<file path="config.mk">
export PLATFORM = sky130hd
export DESIGN_NAME = vend_sequencer
export DESIGN_NICKNAME = d
export VERILOG_FILES = /design/src/rtl/vend_pkg.sv /design/src/rtl/change_picker.sv /design/src/rtl/vend_sequencer.sv
export SDC_FILE = /design/constraint.sdc
export NUM_CORES = 1
export LEC_CHECK = 0
export ABC_AREA = 1
export ABC_CLOCK_PERIOD_IN_PS = 2060
export BUFFER_PORTS_ARGS = -buffer_cell sky130_fd_sc_hd__buf_2
export CORE_ASPECT_RATIO = 1.5
export CORE_MARGIN = 5
export CORE_UTILIZATION = 45
export CTS_BUF_LIST = sky130_fd_sc_hd__clkbuf_4 sky130_fd_sc_hd__clkbuf_8
export DETAILED_ROUTE_END_ITERATION = 6
export PLACE_DENSITY = 0.7
export SETUP_SLACK_MARGIN = 0.1
export SYNTH_ARGS = -nofsm -noshare
export SYNTH_HDL_FRONTEND = slang
export SYNTH_SLANG_ARGS = --single-unit
</file>
<file path="constraint.sdc">
create_clock -name clk -period 2.06 [get_ports clk]
set_input_delay 0.103 -clock clk [delete_from_list [all_inputs] [get_ports clk]]
set_output_delay 0.103 -clock clk [all_outputs]
set_load 0.1 [all_outputs]
</file>
<file path="src/rtl/vend_pkg.sv">
// vend_pkg: shared state/coin encodings and coin values for the vending sequencer
package vend_pkg;
    typedef enum logic [2:0] {S_IDLE, S_VEND, S_LOAD, S_DISPENSE, S_DONE} state_t;
    typedef enum logic [1:0] {COIN_NONE = 2'd0, COIN_Q = 2'd1, COIN_D = 2'd2, COIN_N = 2'd3} coin_t;
    localparam logic [6:0] Q_VAL = 7'd25;
    localparam logic [6:0] D_VAL = 7'd10;
    localparam logic [6:0] N_VAL = 7'd5;
endpackage

</file>
<file path="src/rtl/change_picker.sv">
// change_picker: greedy choice of the next coin to return from the remaining amount
module change_picker
    import vend_pkg::*;
(
    input  logic [6:0] rem,
    output coin_t      coin,
    output logic [6:0] val
);
    assign coin = rem >= Q_VAL ? COIN_Q : rem >= D_VAL ? COIN_D : rem >= N_VAL ? COIN_N : COIN_NONE;
    assign val  = coin == COIN_Q ? Q_VAL : coin == COIN_D ? D_VAL : coin == COIN_N ? N_VAL : 7'd0;
endmodule

</file>
<file path="src/rtl/vend_sequencer.sv">
// vend_sequencer: buy/refund arbitration FSM with greedy coin-change dispensing
module vend_sequencer
    import vend_pkg::*;
#(
    parameter logic [6:0] PRICE0 = 7'd25,
    parameter logic [6:0] PRICE1 = 7'd50,
    parameter logic [6:0] PRICE2 = 7'd75,
    parameter logic [6:0] PRICE3 = 7'd100
) (
    input  logic       clk,
    input  logic       rst,
    input  logic [3:0] buy,
    input  logic       refund,
    input  logic [6:0] credit,
    input  logic       disp_ready,
    output logic [3:0] vending,
    output logic [6:0] debit,
    output logic       debit_valid,
    output logic       coin_req,
    output logic [1:0] coin_sel,
    output logic [3:0] qcount,
    output logic [3:0] dcount,
    output logic [3:0] ncount,
    output logic       clear_credit,
    output logic       deny,
    output logic       busy
);
    state_t     state, state_nx;
    coin_t      coin;
    logic [6:0] rem, coin_val, price, sel_price;
    logic [3:0] sel;
    logic       onehot, accept, xfer;

    change_picker u_picker (.rem(rem), .coin(coin), .val(coin_val));

    assign price  = buy[0] ? PRICE0 : buy[1] ? PRICE1 : buy[2] ? PRICE2 : PRICE3;
    assign onehot = $onehot(buy);
    assign accept = state == S_IDLE && !refund && onehot && credit >= price;

    always_comb begin
        state_nx = state;
        case (state)
            S_IDLE:     state_nx = refund ? S_LOAD : accept ? S_VEND : S_IDLE;
            S_VEND:     state_nx = S_IDLE;
            S_LOAD:     state_nx = S_DISPENSE;
            S_DISPENSE: state_nx = coin == COIN_NONE ? S_DONE : S_DISPENSE;
            default:    state_nx = S_IDLE;
        endcase
    end

    assign vending      = state == S_VEND ? sel : 4'd0;
    assign debit        = state == S_VEND ? sel_price : 7'd0;
    assign debit_valid  = state == S_VEND;
    assign coin_req     = state == S_DISPENSE && coin != COIN_NONE;
    assign coin_sel     = coin_req ? coin : COIN_NONE;
    assign clear_credit = state == S_DONE;
    assign busy         = state != S_IDLE;
    assign xfer         = coin_req && disp_ready;

    always_ff @(posedge clk) begin
        if (rst) begin
            state     <= S_IDLE;
            sel       <= '0;
            sel_price <= '0;
            rem       <= '0;
            qcount    <= '0;
            dcount    <= '0;
            ncount    <= '0;
            deny      <= 1'b0;
        end else begin
            state <= state_nx;
            deny  <= state == S_IDLE && !refund && buy != 4'd0 && !accept;
            if (accept) begin
                sel       <= buy;
                sel_price <= price;
            end
            if (state == S_LOAD) begin
                rem    <= credit;
                qcount <= '0;
                dcount <= '0;
                ncount <= '0;
            end
            if (xfer) begin
                rem    <= rem - coin_val;
                qcount <= qcount + {3'd0, coin == COIN_Q && qcount != 4'hf};
                dcount <= dcount + {3'd0, coin == COIN_D && dcount != 4'hf};
                ncount <= ncount + {3'd0, coin == COIN_N && ncount != 4'hf};
            end
            // sub-nickel residue cannot be returned and is dropped with the credit
            if (state == S_DONE) rem <= '0;
        end
    end
endmodule
</file>
# Word level (Yosys, flattened, before mapping)

Index checks and enable logic that the tools add are counted.

Add/sub/neg operators: 7
Multipliers: 0
Div/mod/pow operators: 0
Order comparisons: 4
Equal/unequal tests: 11
Shift-type cells: 0
Multiplexer cells: 22
Bitwise gates (word level): 0
Reduce and logical (&&, ||, !) cells: 19

Operator list:

| cell                 | number |
|---|---|
| $mux W7              | 7 |
| $mux W4              | 5 |
| $add A4 B1 Y4        | 3 |
| $ne A4 B4 Y1 const B | 3 |
| $logic_and A1 B1 Y1  | 10 |
| $mux W2              | 5 |
| $pmux W3 S3          | 1 |
| $ge A7 B3 Y1 const B | 1 |
| $ge A7 B4 Y1 const B | 1 |
| $ge A7 B5 Y1 const B | 1 |
| $ge A7 B7 Y1         | 1 |
| $sub A7 B7 Y7        | 1 |
| $eq A3 B1 Y1 const B | 2 |
| $eq A3 B2 Y1 const B | 2 |
| $mux W3              | 2 |
| $mux W6              | 1 |
| $add A1 B1 Y2        | 2 |
| $eq A2 B2 Y1 const B | 2 |
| $reduce_bool A2 Y1   | 2 |
| $reduce_bool A4 Y1   | 1 |
| $add A2 B2 Y3        | 1 |
| $eq A3 B3 Y1 const B | 1 |
| $logic_not A3 Y1     | 1 |
| $reduce_bool A3 Y1   | 1 |
| other kinds (5)      | 6 |

Bits in registers: 34
Latch bits: 0
Bits in writable memories: 0
Bits in read-only memories: 0
Bits of input ports: 15
Output and inout bits: 30
Word-level logic and storage cells: 71
Memories kept: 0

# Logic depth before layout (Yosys ltp)

Gate-level depths: netlist (run 1).

Word-level depth: 10
Mapped depth: 20
Depth with buffers taken out: 20

# Modules after synthesis

A second synthesis (run 1) with hierarchy kept.

Cell total of the unflattened synthesis: 333
Area, all modules: 2,312.2 sq um

By module, submodules not included:

| module         | times used | cells each | area an instance (sq um) | seq. area each (sq um) |
|---|---|---|---|---|
| vend_sequencer | 1          | 299        | 2,130.8                  | 660.6 |
| change_picker  | 1          | 34         | 181.4                    | 0.0 |

# Worst setup path after synthesis (run 1)

Ideal clock, no wire load.

Kind: register to output
From: register state[0]
To: output debit[3]
Arrival: 5.339 ns
Required time: 1.957 ns
Path slack: -3.382 ns
Cell stages (with the launch flop): 6
Path buffers: 1
Cells stage by stage: dfxtp_1 inv_1 nor3_1 clkinv_1 nor2_1 buf_4

Longest elaborated chain between the ends: 2

Ends and longest elaborated chain:

| what                   | line                 | source |
|---|---|---|
| from (decl)            | vend_sequencer.sv:28 | `state_t state, state_nx;` |
| from (signal assigned) | vend_sequencer.sv:71 | `state <= state_nx;` |
| $eq A3 B1 Y1           | --                   |  |
| named net debit_valid  | vend_sequencer.sv:18 | `output logic debit_valid,` |
| $mux W7                | vend_sequencer.sv:52 | `assign debit = state == S_VEND ? sel_price : 7'd0;` |
| to (decl)              | vend_sequencer.sv:17 | `output logic [6:0] debit,` |

The timed path passes the listed nets, and every way through them passes these cells.

# Final worst setup path (run 1)

From: register rem[5]
To: register rem[6]

Longest elaborated chain between the ends: 10
Elaborated cells on any way between the ends: 18
Classes of those cells: add/sub: 1; order compare: 3; eq/ne: 3; mux: 7; reduce/logical: 4

Ends and longest elaborated chain:

| what                   | line                 | source |
|---|---|---|
| from (decl)            | vend_sequencer.sv:30 | `logic [6:0] rem, coin_val, price, sel_price;` |
| from (signal assigned) | vend_sequencer.sv:78 | `rem <= credit;` |
| from (signal assigned) | vend_sequencer.sv:84 | `rem <= rem - coin_val;` |
| $ge A7 B3 Y1           | change_picker.sv:9   | `assign coin = rem >= Q_VAL ? COIN_Q : rem >= D_VAL ? COIN_D : rem >= N_VAL ? COIN_N : COIN_NONE;` |
| $mux W2 (3 in series)  | change_picker.sv:9   |  |
| $eq A2 B2 Y1           | change_picker.sv:10  | `assign val = coin == COIN_Q ? Q_VAL : coin == COIN_D ? D_VAL : coin == COIN_N ? N_VAL : 7'd0;` |
| $mux W3                | change_picker.sv:10  |  |
| $mux W7 (2 in series)  | change_picker.sv:10  |  |
| $sub A7 B7 Y7          | vend_sequencer.sv:84 |  |
| $mux W7                | vend_sequencer.sv:83 | `if (xfer) begin` |

Parallel ways exist; a longest one is shown, timed or not.
A chain may end at the register's enable or synchronous reset.

==> flow_metrics.py, run 1 <==
metrics = {
    "timing": {
        "skew_ps": 4.40,
        "hold_viol_final": 0,
        "maxSlewViolCount": 0,
        "slew_headroom_pct": 67.2,
        "fmax_ghz": 0.434,
        "fin_ws_ps": -242,
        "final.min_clock_period_ps": 2300,
        "rsz0062_at_grt": "true",
        "worst_pin_slew_ps": 495,
        "setup_viol": 22,
        "timing.final.crit_share_pct": 112,
    },
    "yosys": {
        "ys.flop_type": "dfxtp_1",
        "yosys_warnings": 0,
        "synth_nets": 376,
        "syn_area_um2": 2240,
        "synthArstFlopShare_pct": 0,
        "synth_seq_cells": 33,
        "syn_inst": 335,
        "ys_types": 35,
        "synth_largest_area_cell": "dfxtp_1",
        "synth_area_leaders": "dfxtp_1 (29%), ha_1 (13%), nand2_1 (12%)",
        "synth_edf_count": 0,
        "synth_top_area_share_pct": 29.5,
        "avgSynthCellArea_um2": 6.69,
        "ys_seq_area_share_pct": 29.5,
    },
    "power": {
        "internal_power_mw": 1.67,
        "ir_drop_mv": 0.482,
        "p_clk_share_pct": 16.6,
        "power_switching_mw": 1.20,
        "netSwitchingFraction_pct": 41.8,
        "power_mw": 2.88,
        "cellLeakagePower_nw": 1.59,
        "power.density_nw_per_um2": 855,
        "power_frac_seq_pct": 24.7,
        "pwr-share-comb_pct": 58.7,
    },
    "critical_path": {
        "path_delay_family": "simple AND/OR/NAND/NOR gates",
        "cp.required_ps": 2220,
        "crit_type": "reg2reg",
        "crit_buf_inv": 4,
        "r2r-start": "rem[5]$_SDFFE_PP0P_",
        "slowest_delay_ps": 340,
        "startpoint_type": "flip-flop",
        "reg2reg_to": "rem[6]$_SDFFE_PP0P_",
        "crit_top_cell": "nand2_2",
        "crit_chain": "nor2_4, nand2_2, nor2_2, inv_2, nor2_2, inv_1, nand2_2, nand2_4, inv_4, ha_4, inv_4, fa_2, nand2_2, nand2_2, nand3_2, nand2_1, nand2_2, nand3_2, nand2_1, a21oi_1",
        "critPathMaxFanout": 3,
        "cpMaxStageDelayCell": "dfxtp_2",
        "end_kind": "flip-flop",
        "rr_worst_depth": 20,
        "regToRegSetupSlack_ps": -240,
        "cp.arrival_ps": 2460,
    },
    "clocking": {
        "cts_made_buffers": 5,
        "cts_root_buffer": "clkbuf_8",
        "clk_latency_ps": 280,
        "ctsHtreeMaxLevel": 2,
        "clockBufferDepth": 2,
        "tritoncts": "done",
        "cts_hold_buffers": 0,
        "clkTransAtPathRegs_ps": 70,
        "clock-sinks": 33,
    },
    "detailed_routing": {
        "drt-wirelength-per-cell_um": 13.0,
        "drcViolationCount": 0,
        "vias_per_cell": 4.88,
        "vias": 2386,
        "dr.pass1.iters": 4,
        "drt_iter0_drc": 113,
        "postRouteAntennaNets": 0,
        "routed_wl_um": 6350,
    },
    "placed_design": {
        "gp_congestion": 0.883,
        "portBuffers": 44,
        "place.detailed.hpwl_um": 4770,
    },
    "final_layout": {
        "final_cell_mix": "nand2_1 (62), inv_1 (42), buf_2 (41)",
        "layout.nets": 463,
        "fill_cells": 398,
        "layout.cells.most_common": "nand2_1",
        "final_util_pct": 69.5,
        "area_growth_pct": 50.3,
        "diodes": 0,
        "drive_gt1_share_pct": 44.0,
    },
    "die": {
        "rows": 31,
        "die_h_um": 96.4,
        "dieWidth_um": 67.6,
        "core_um2": 4850,
        "ioPinCount": 45,
        "die_area_um2": 6520,
        "start_util_pct": 46.2,
    },
    "grt": {
        "grt_pass1_wl_um": 10200,
        "grt_pass1_vias": 2405,
        "grt_usage_pct": 20.8,
        "grt_max_degree": 15,
        "antenna_found_initial": 0,
        "overflow": 0,
    },
    "flow_run": {
        "drv_cap": 0,
    },
    "status": {
        "violations": "setup timing",
        "status": "finished with violations",
    },
    "worst_hold_path": {
        "hp-start": "refund",
        "min_path_type": "in2reg",
        "holdPathEnd": "state[1]$_SDFF_PP0_",
        "holdPathStages": 3,
    },
}
power groups by stage:
stage / sequential [mW] / clock, mW / combinational [mW]
2_1_floorplan: 0.734 / 0 / 0.815
3_3_place_gp: 0.717 / 0 / 1.18
3_5_place_dp: 0.718 / 0 / 1.21
4_1_cts: 0.707 / 0.487 / 1.48
5_1_grt: 0.714 / 0.521 / 1.85
6_report: 0.711 / 0.478 / 1.69
repair_timing:
item	4_1_cts	5_1_grt
pin swaps	24	9
setup buffers	8	3
setup endpoints to repair	22	28
gates resized for setup	46	23
cloned	1	0
area by class of cell:
cell class	count	area (um2)	share of cell area, %
clock buffer	5	68.8	2.04
clock inverter	3	16.3	0.483
inverter	61	253	7.50
multi-input combinational	234	1640	48.8
sequential	33	671	19.9
tap	66	82.6	2.45
timing repair buffer	86	627	18.6
timing repair inverter	1	6.26	0.186
kinds of logic (layout without fill, tap and decap cells):
logic type / count (synthesis) / after routing / synth area share, %
AO/OA/AOI/OAI: 43 / 43 / 10.9
XOR/XNOR: 2 / 2 / 0.782
AND/OR/NAND/NOR: 163 / 163 / 31.4
adder cells (fa/ha/maj): 26 / 26 / 15.2
buffers and inverters: 68 / 156 / 12.2
flip-flops: 33 / 33 / 29.5
routing by layer:
layer	share of wire [%]	vias up	global-route usage, %
met1	38	1100	20.3
met5	0	-	0
met2	56	46	39.2
met3	3.3	14	3.59
li1	-	1226	-
met4	3.1	0	12.4
synth_stat cells (2+ instances only):
| cell | number |
|---|---|
| nand2_1 | 73 |
| inv_1 | 58 |
| nor2_1 | 52 |
| dfxtp_1 | 33 |
| ha_1 | 24 |
| a21oi_1 | 23 |
| nand3_1 | 23 |
| o21ai_0 | 7 |
| nor3_1 | 4 |
| a31oi_1 | 3 |
| or2_2 | 3 |
| a211oi_1 | 2 |
| a41oi_1 | 2 |
| buf_2 | 2 |
| buf_4 | 2 |
| clkbuf_1 | 2 |
| fa_1 | 2 |
| o21a_1 | 2 |
| o31ai_1 | 2 |
through the flow:
step,hold slack [ps],cells,setup TNS [ps],worst slack [ps],area (um2)
after global placement,408,469,-933,-200,2940
after detailed placement,406,469,-1920,-266,2940
after floorplan,181,335,-12280,-452,2410
final,109,489,-2720,-242,3370
after global routing,114,489,-5450,-389,3370
after CTS,103,486,-1530,-174,3270
flip-flops by register name, summed over array words and instances (netlist names):
name,cells
deny,1
qcount,4
state,3
sel,4
rem,7
dcount,4
ncount,4
sel_price,6
worst max-delay path by stage:
stage	from	endpoint	slack, ps	cells past startpoint
2_1_floorplan	state[0]$_SDFF_PP0_	debit[3]	-450	5
3_3_place_gp	rem[6]$_SDFFE_PP0P_	rem[6]$_SDFFE_PP0P_	-200	20
3_5_place_dp	rem[6]$_SDFFE_PP0P_	rem[6]$_SDFFE_PP0P_	-270	20
4_1_cts	rem[5]$_SDFFE_PP0P_	rem[6]$_SDFFE_PP0P_	-170	19
5_1_grt	rem[5]$_SDFFE_PP0P_	rem[6]$_SDFFE_PP0P_	-390	20
6_report	rem[5]$_SDFFE_PP0P_	rem[6]$_SDFFE_PP0P_	-240	20
tightest hold or removal path: stages:
cell	delay, ps
buf_2	110
nand4_1	80
a21oi_1	60
(Power assumes the default switching activity.)
==> inputs of run 2 (changes only) <==
--- a/config.mk
+++ b/config.mk
@@ -5,7 +5,6 @@
 export SDC_FILE = /design/constraint.sdc
 export NUM_CORES = 1
 export LEC_CHECK = 0
-export ABC_AREA = 1
 export ABC_CLOCK_PERIOD_IN_PS = 2060
 export BUFFER_PORTS_ARGS = -buffer_cell sky130_fd_sc_hd__buf_2
 export CORE_ASPECT_RATIO = 1.5
==> flow_metrics.py, run 2 <==
metrics = {
    "critical_path": {
        "cp.required_ps": 2270,
        "cp.arrival_ps": 2740,
        "critPathMaxFanout": 6,
        "crit_chain": "nand2b_1, a211oi_2, o21a_2, inv_1, ha_2, inv_2, ha_4, o21ai_2, a21oi_2, o21ai_1, or4b_4, a31oi_1",
        "regToRegSetupSlack_ps": -470,
        "r2r-start": "rem[2]$_SDFFE_PP0P_",
        "rr_worst_depth": 12,
        "slowest_delay_ps": 460,
        "end_kind": "flip-flop",
        "crit_type": "reg2reg",
        "cpMaxStageDelayCell": "or4b_4",
        "startpoint_type": "flip-flop",
        "reg2reg_to": "rem[5]$_SDFFE_PP0P_",
    },
    "grt": {
        "grt_usage_pct": 21.9,
        "grt_max_degree": 28,
        "antenna_found_initial": 0,
        "grt_pass1_wl_um": 10600,
        "grt_pass1_vias": 2280,
        "overflow": 0,
    },
    "yosys": {
        "yosys_warnings": 0,
        "synth_largest_area_cell": "dfxtp_1",
        "synth_commonest_cells": "dfxtp_1 (33), ha_1 (24), nand2_1 (20)",
        "syn_area_um2": 2190,
        "synthArstFlopShare_pct": 0,
        "synth_edf_count": 0,
        "ys_types": 53,
        "ys_seq_area_share_pct": 30.1,
        "syn_inst": 263,
        "ys.flop_type": "dfxtp_1",
        "avgSynthCellArea_um2": 8.34,
        "synth.most_common_cell": "dfxtp_1",
        "synth_nets": 304,
        "synth_top_area_share_pct": 30.1,
        "synth_seq_cells": 33,
        "synth_area_leaders": "dfxtp_1 (30%), ha_1 (14%), a21oi_1 (4.1%)",
    },
    "placed_design": {
        "place_inst": 404,
        "place.detailed.hpwl_um": 4840,
        "gp_congestion": 0.908,
        "portBuffers": 44,
    },
    "clocking": {
        "clkTransAtPathRegs_ps": 70,
        "cts_hold_buffers": 0,
        "clockBufferDepth": 2,
        "ctsHtreeMaxLevel": 2,
        "cts_made_buffers": 5,
        "clk_latency_ps": 290,
        "clock-sinks": 33,
        "tritoncts": "done",
        "cts_root_buffer": "clkbuf_8",
    },
    "die": {
        "core_um2": 4770,
        "start_util_pct": 46.0,
        "die_area_um2": 6400,
        "ioPinCount": 45,
        "dieWidth_um": 67.0,
        "die_h_um": 95.5,
        "rows": 31,
    },
    "worst_hold_path": {
        "min_path_type": "in2reg",
        "holdPathEnd": "rem[0]$_SDFFE_PP0P_",
        "holdPathStages": 3,
        "hp-start": "credit[0]",
    },
    "timing": {
        "finalSetupTns_ps": -6060,
        "worst_pin_slew_ps": 622,
        "setup_viol": 24,
        "skew_ps": 8.32,
        "hold_viol_final": 0,
        "fmax_ghz": 0.396,
        "maxSlewViolCount": 0,
        "timing.final.crit_share_pct": 123,
        "slew_headroom_pct": 58.5,
        "final.min_clock_period_ps": 2530,
        "rsz0062_at_grt": "true",
        "fin_ws_ps": -465,
    },
    "final_layout": {
        "largest_reg_flops": 7,
        "instances_no_fill": 425,
        "drive_gt1_share_pct": 57.4,
        "final_util_pct": 77.0,
        "layout.cells.most_common": "buf_4",
        "layout.nets": 399,
        "diodes": 0,
        "area_growth_pct": 67.4,
        "top_register": "rem",
        "fill_cells": 299,
        "largestRegisters": "rem (7), sel_price (6)",
        "final_cell_mix": "buf_4 (47), dfxtp_1 (27), buf_2 (27)",
    },
    "status": {
        "status": "finished with violations",
        "violations": "setup timing",
    },
    "power": {
        "cellLeakagePower_nw": 1.57,
        "ir_drop_mv": 0.347,
        "power.density_nw_per_um2": 600,
        "power_mw": 2.20,
    },
    "detailed_routing": {
        "drcViolationCount": 0,
        "dr.pass1.iters": 4,
        "postRouteAntennaNets": 0,
        "routed_wl_um": 7140,
        "drt-wirelength-per-cell_um": 16.8,
        "vias": 2388,
        "drt_iter0_drc": 112,
        "vias_per_cell": 5.62,
    },
    "flow_run": {
        "drv_cap": 0,
    },
}
==> run 2: where the power goes <==
group	total [mW]	internal [mW]	switching (mW)
logic	0.893	0.419	0.474
clock network	0.623	0.372	0.250
registers	0.689	0.661	0.0274
total	2.20	1.45	0.751
==> run 2: final cells by class <==
cell class,count,area [um2],area share (%)
multi-input combinational,199,1800,49.0
timing repair buffer,101,927,25.2
sequential,33,676,18.4
tap,66,82.6,2.25
clock buffer,6,76.3,2.08
inverter,18,75.1,2.04
clock inverter,2,35.0,0.954
==> run 2: worst max-delay path, delay by kind of cell, from the launching register on <==
kind                     cells  cell delay [ps]
AND/OR/NAND/NOR              2              630
flip-flops                   1              380
adder cells (fa/ha/maj)      2              380
AO/OA/AOI/OAI                6              940
buffers and inverters        2              130
==> run 2: worst max path at each step <==
stage / end / start / slack, ps / cells past startpoint
6_report: rem[5]$_SDFFE_PP0P_ / rem[2]$_SDFFE_PP0P_ / -470 / 12
5_1_grt: rem[6]$_SDFFE_PP0P_ / rem[2]$_SDFFE_PP0P_ / -600 / 12
4_1_cts: rem[6]$_SDFFE_PP0P_ / rem[2]$_SDFFE_PP0P_ / -400 / 12
3_5_place_dp: rem[6]$_SDFFE_PP0P_ / rem[2]$_SDFFE_PP0P_ / -430 / 11
3_3_place_gp: sel_price[2]$_SDFFE_PP0N_ / buy[0] / -360 / 9
2_1_floorplan: sel_price[1]$_SDFFE_PP0N_ / state[1]$_SDFF_PP0_ / -380 / 7
==> run 2: cell families (layout without fill, tap and decap cells) <==
| kind of cell | Yosys count | in the layout | synth area share, % |
|---|---|---|---|
| xor gates and xnor gates | 5 | 5 | 2.00 |
| and+or+nand+nor | 103 | 104 | 26.4 |
| adders and majority gates | 26 | 26 | 15.5 |
| DFF | 33 | 33 | 30.1 |
| buffers and inverters | 32 | 127 | 6.33 |
| AOI/OAI and AO/OA | 60 | 60 | 17.7 |
| muxes | 4 | 4 | 2.00 |
==> run 2: timing repair <==
action	in CTS	in global routing
pin swaps	22	26
cloned	1	0
gates resized for setup	44	45
buffers inserted	7	8
endpoints found under the setup margin	34	34
==> run 2: routing by layer <==
metal  global-route usage [%]  up-vias  routed length, um
li1                         -     1135                  -
met1                     22.3     1152               2570
met2                     40.1       78               3950
met3                     3.07       23                288
met4                     14.4        0                334
met5                        0        -                  0
==> run 2: metrics by stage <==
stage / worst slack (ps) / hold slack, ps / area (um2)
floorplan: -382 / 242 / 2380
global placement: -361 / 383 / 3130
detailed placement: -435 / 393 / 3130
CTS: -396 / 93.6 / 3450
global route: -597 / 90.3 / 3670
finish: -465 / 80.8 / 3670
==> inputs of run 3 (changes only) <==
--- a/config.mk
+++ b/config.mk
@@ -12,6 +12,7 @@
 export CORE_UTILIZATION = 45
 export CTS_BUF_LIST = sky130_fd_sc_hd__clkbuf_4 sky130_fd_sc_hd__clkbuf_8
 export DETAILED_ROUTE_END_ITERATION = 6
+export GPL_TIMING_DRIVEN = 0
 export PLACE_DENSITY = 0.7
 export SETUP_SLACK_MARGIN = 0.1
 export SYNTH_ARGS = -nofsm -noshare
==> flow_metrics.py, run 3 (same netlist as run 2, synthesis figures left out) <==
metrics = {
    "grt": {
        "met2_usage_pct": 38.6,
        "overflow": 0,
        "top_usage_layer": "met2",
        "grt_pass1_vias": 2149,
        "grt_max_degree": 12,
        "use_met3_pct": 3.07,
        "grt_pass1_wl_um": 9960,
        "met1_usage_pct": 21.0,
        "grt_usage_pct": 20.5,
        "antenna_found_initial": 0,
    },
    "die": {
        "core_um2": 4770,
        "start_util_pct": 46.0,
        "die_h_um": 95.5,
        "ioPinCount": 45,
        "dieWidth_um": 67.0,
        "rows": 31,
        "die_area_um2": 6400,
    },
    "clocking": {
        "clkTransAtPathRegs_ps": 70,
        "tritoncts": "done",
        "cts_made_buffers": 5,
        "clockBufferDepth": 2,
        "clk_latency_ps": 290,
        "cts_hold_buffers": 0,
        "ctsHtreeMaxLevel": 2,
        "cts_root_buffer": "clkbuf_8",
        "clock-sinks": 33,
    },
    "power": {
        "cellLeakagePower_nw": 1.47,
        "ir_drop_mv": 0.368,
        "power.density_nw_per_um2": 623,
    },
    "critical_path": {
        "end_kind": "flip-flop",
        "cp.required_ps": 2220,
        "regToRegSetupSlack_ps": -480,
        "critPathMaxFanout": 6,
        "rr_worst_depth": 11,
        "cpMaxStageDelayCell": "dfxtp_4",
        "crit_buf_inv": 1,
        "slowest_delay_ps": 370,
        "startpoint_type": "flip-flop",
        "crit_type": "reg2reg",
        "crit_chain": "nor3b_2, a211oi_2, o21a_2, ha_4, inv_4, fa_2, a21o_1, a21o_1, a211oi_2, mux2i_1, a31oi_1",
        "r2r-start": "rem[2]$_SDFFE_PP0P_",
        "path_delay_family": "compound AO/OA/AOI/OAI gates",
        "reg2reg_to": "rem[6]$_SDFFE_PP0P_",
        "cp.arrival_ps": 2700,
    },
    "final_layout": {
        "largestRegisters": "rem (7), sel_price (6)",
        "diodes": 0,
        "layout.nets": 384,
        "layout.cells.most_common": "buf_4",
        "top_register": "rem",
        "drive_gt1_share_pct": 52.0,
        "final_cell_mix": "buf_4 (31), buf_2 (28), dfxtp_1 (27)",
        "largest_reg_flops": 7,
        "area_growth_pct": 56.4,
        "instances_no_fill": 410,
        "final_util_pct": 71.9,
    },
    "timing": {
        "final.min_clock_period_ps": 2540,
        "maxSlewViolCount": 0,
        "setup_viol": 33,
        "slew_headroom_pct": 15.8,
        "timing.final.crit_share_pct": 123,
        "whs_ps": 84.4,
        "fin_ws_ps": -478,
        "rsz0062_at_grt": "true",
        "worst_pin_slew_ps": 1260,
        "fmax_ghz": 0.394,
        "skew_ps": 8.37,
        "hold_viol_final": 0,
    },
    "detailed_routing": {
        "vias": 2239,
        "drcViolationCount": 0,
        "dr.pass1.iters": 4,
        "routed_wl_um": 6390,
        "drt_iter0_drc": 78,
        "drt-wirelength-per-cell_um": 15.6,
        "vias_per_cell": 5.46,
        "postRouteAntennaNets": 0,
    },
    "status": {
        "violations": "setup timing",
        "status": "finished with violations",
    },
    "placed_design": {
        "place_inst": 372,
        "place.detailed.hpwl_um": 4360,
        "gp_congestion": 0.834,
        "portBuffers": 43,
        "pre_cts_ws_ps": -579,
    },
    "flow_run": {
        "drv_cap": 0,
    },
    "worst_hold_path": {
        "holdPathEnd": "rem[0]$_SDFFE_PP0P_",
        "hp-start": "credit[0]",
        "holdPathStages": 3,
        "min_path_type": "in2reg",
    },
}
run 3: power by group:
group | leakage [nW] | switching (mW) | total [mW] | internal [mW]
registers | 0.271 | 0.0279 | 0.688 | 0.660
logic | 1.14 | 0.432 | 0.800 | 0.368
clock network | 0.0617 | 0.255 | 0.650 | 0.394
run 3: worst register-to-register path: stages, from the launching register on:
cell,delay (ps)
dfxtp_4,370
nor3b_2,160
a211oi_2,230
o21a_2,220
ha_4,160
inv_4,40
fa_2,350
a21o_1,170
a21o_1,190
a211oi_2,210
mux2i_1,210
a31oi_1,90
run 3: worst max-delay path by stage:
stage                                endpoint                start  slack, ps  depth (start not counted)
detailed placement        rem[6]$_SDFFE_PP0P_  rem[2]$_SDFFE_PP0P_       -580                         11
global route           qcount[3]$_SDFFE_PP0P_  rem[3]$_SDFFE_PP0P_       -570                         14
global placement          rem[6]$_SDFFE_PP0P_  rem[1]$_SDFFE_PP0P_       -560                         11
floorplan           sel_price[1]$_SDFFE_PP0N_  state[1]$_SDFF_PP0_       -380                          7
finish                    rem[6]$_SDFFE_PP0P_  rem[2]$_SDFFE_PP0P_       -480                         11
CTS                       rem[4]$_SDFFE_PP0P_  rem[2]$_SDFFE_PP0P_       -440                         10
run 3: per-stage QoR:
step / area (um2) / setup TNS (ps) / total power [mW]
3_3_place_gp: 2670 / -10160 / 1.26
4_1_cts: 3250 / -7640 / 2.09
5_1_grt: 3430 / -11950 / 2.24
3_5_place_dp: 2670 / -11240 / 1.27
2_1_floorplan: 2380 / -7640 / 1.14
6_report: 3430 / -9310 / 2.14
run 3: per-layer routing:
metal	vias to the layer above	share of wire [%]
met5	-	0
met1	1060	38
met4	0	4.3
met3	23	3.1
li1	1098	-
met2	58	54
run 3: layout make-up:
cell class	count	area, um2
well taps	66	82.6
plain buffers	12	135
repair buffers	75	588
inverters	18	80.1
clock inverters	2	36.3
multi-input cells	198	1750
clock buffers	6	82.6
flip-flops and latches	33	678
fillers	351	1340
run 3: timing repair:
item / in CTS / in global routing
setup buffers: 22 / 11
endpoints found under the setup margin: 46 / 39
pin swaps: 27 / 8
resized for setup: 79 / 31
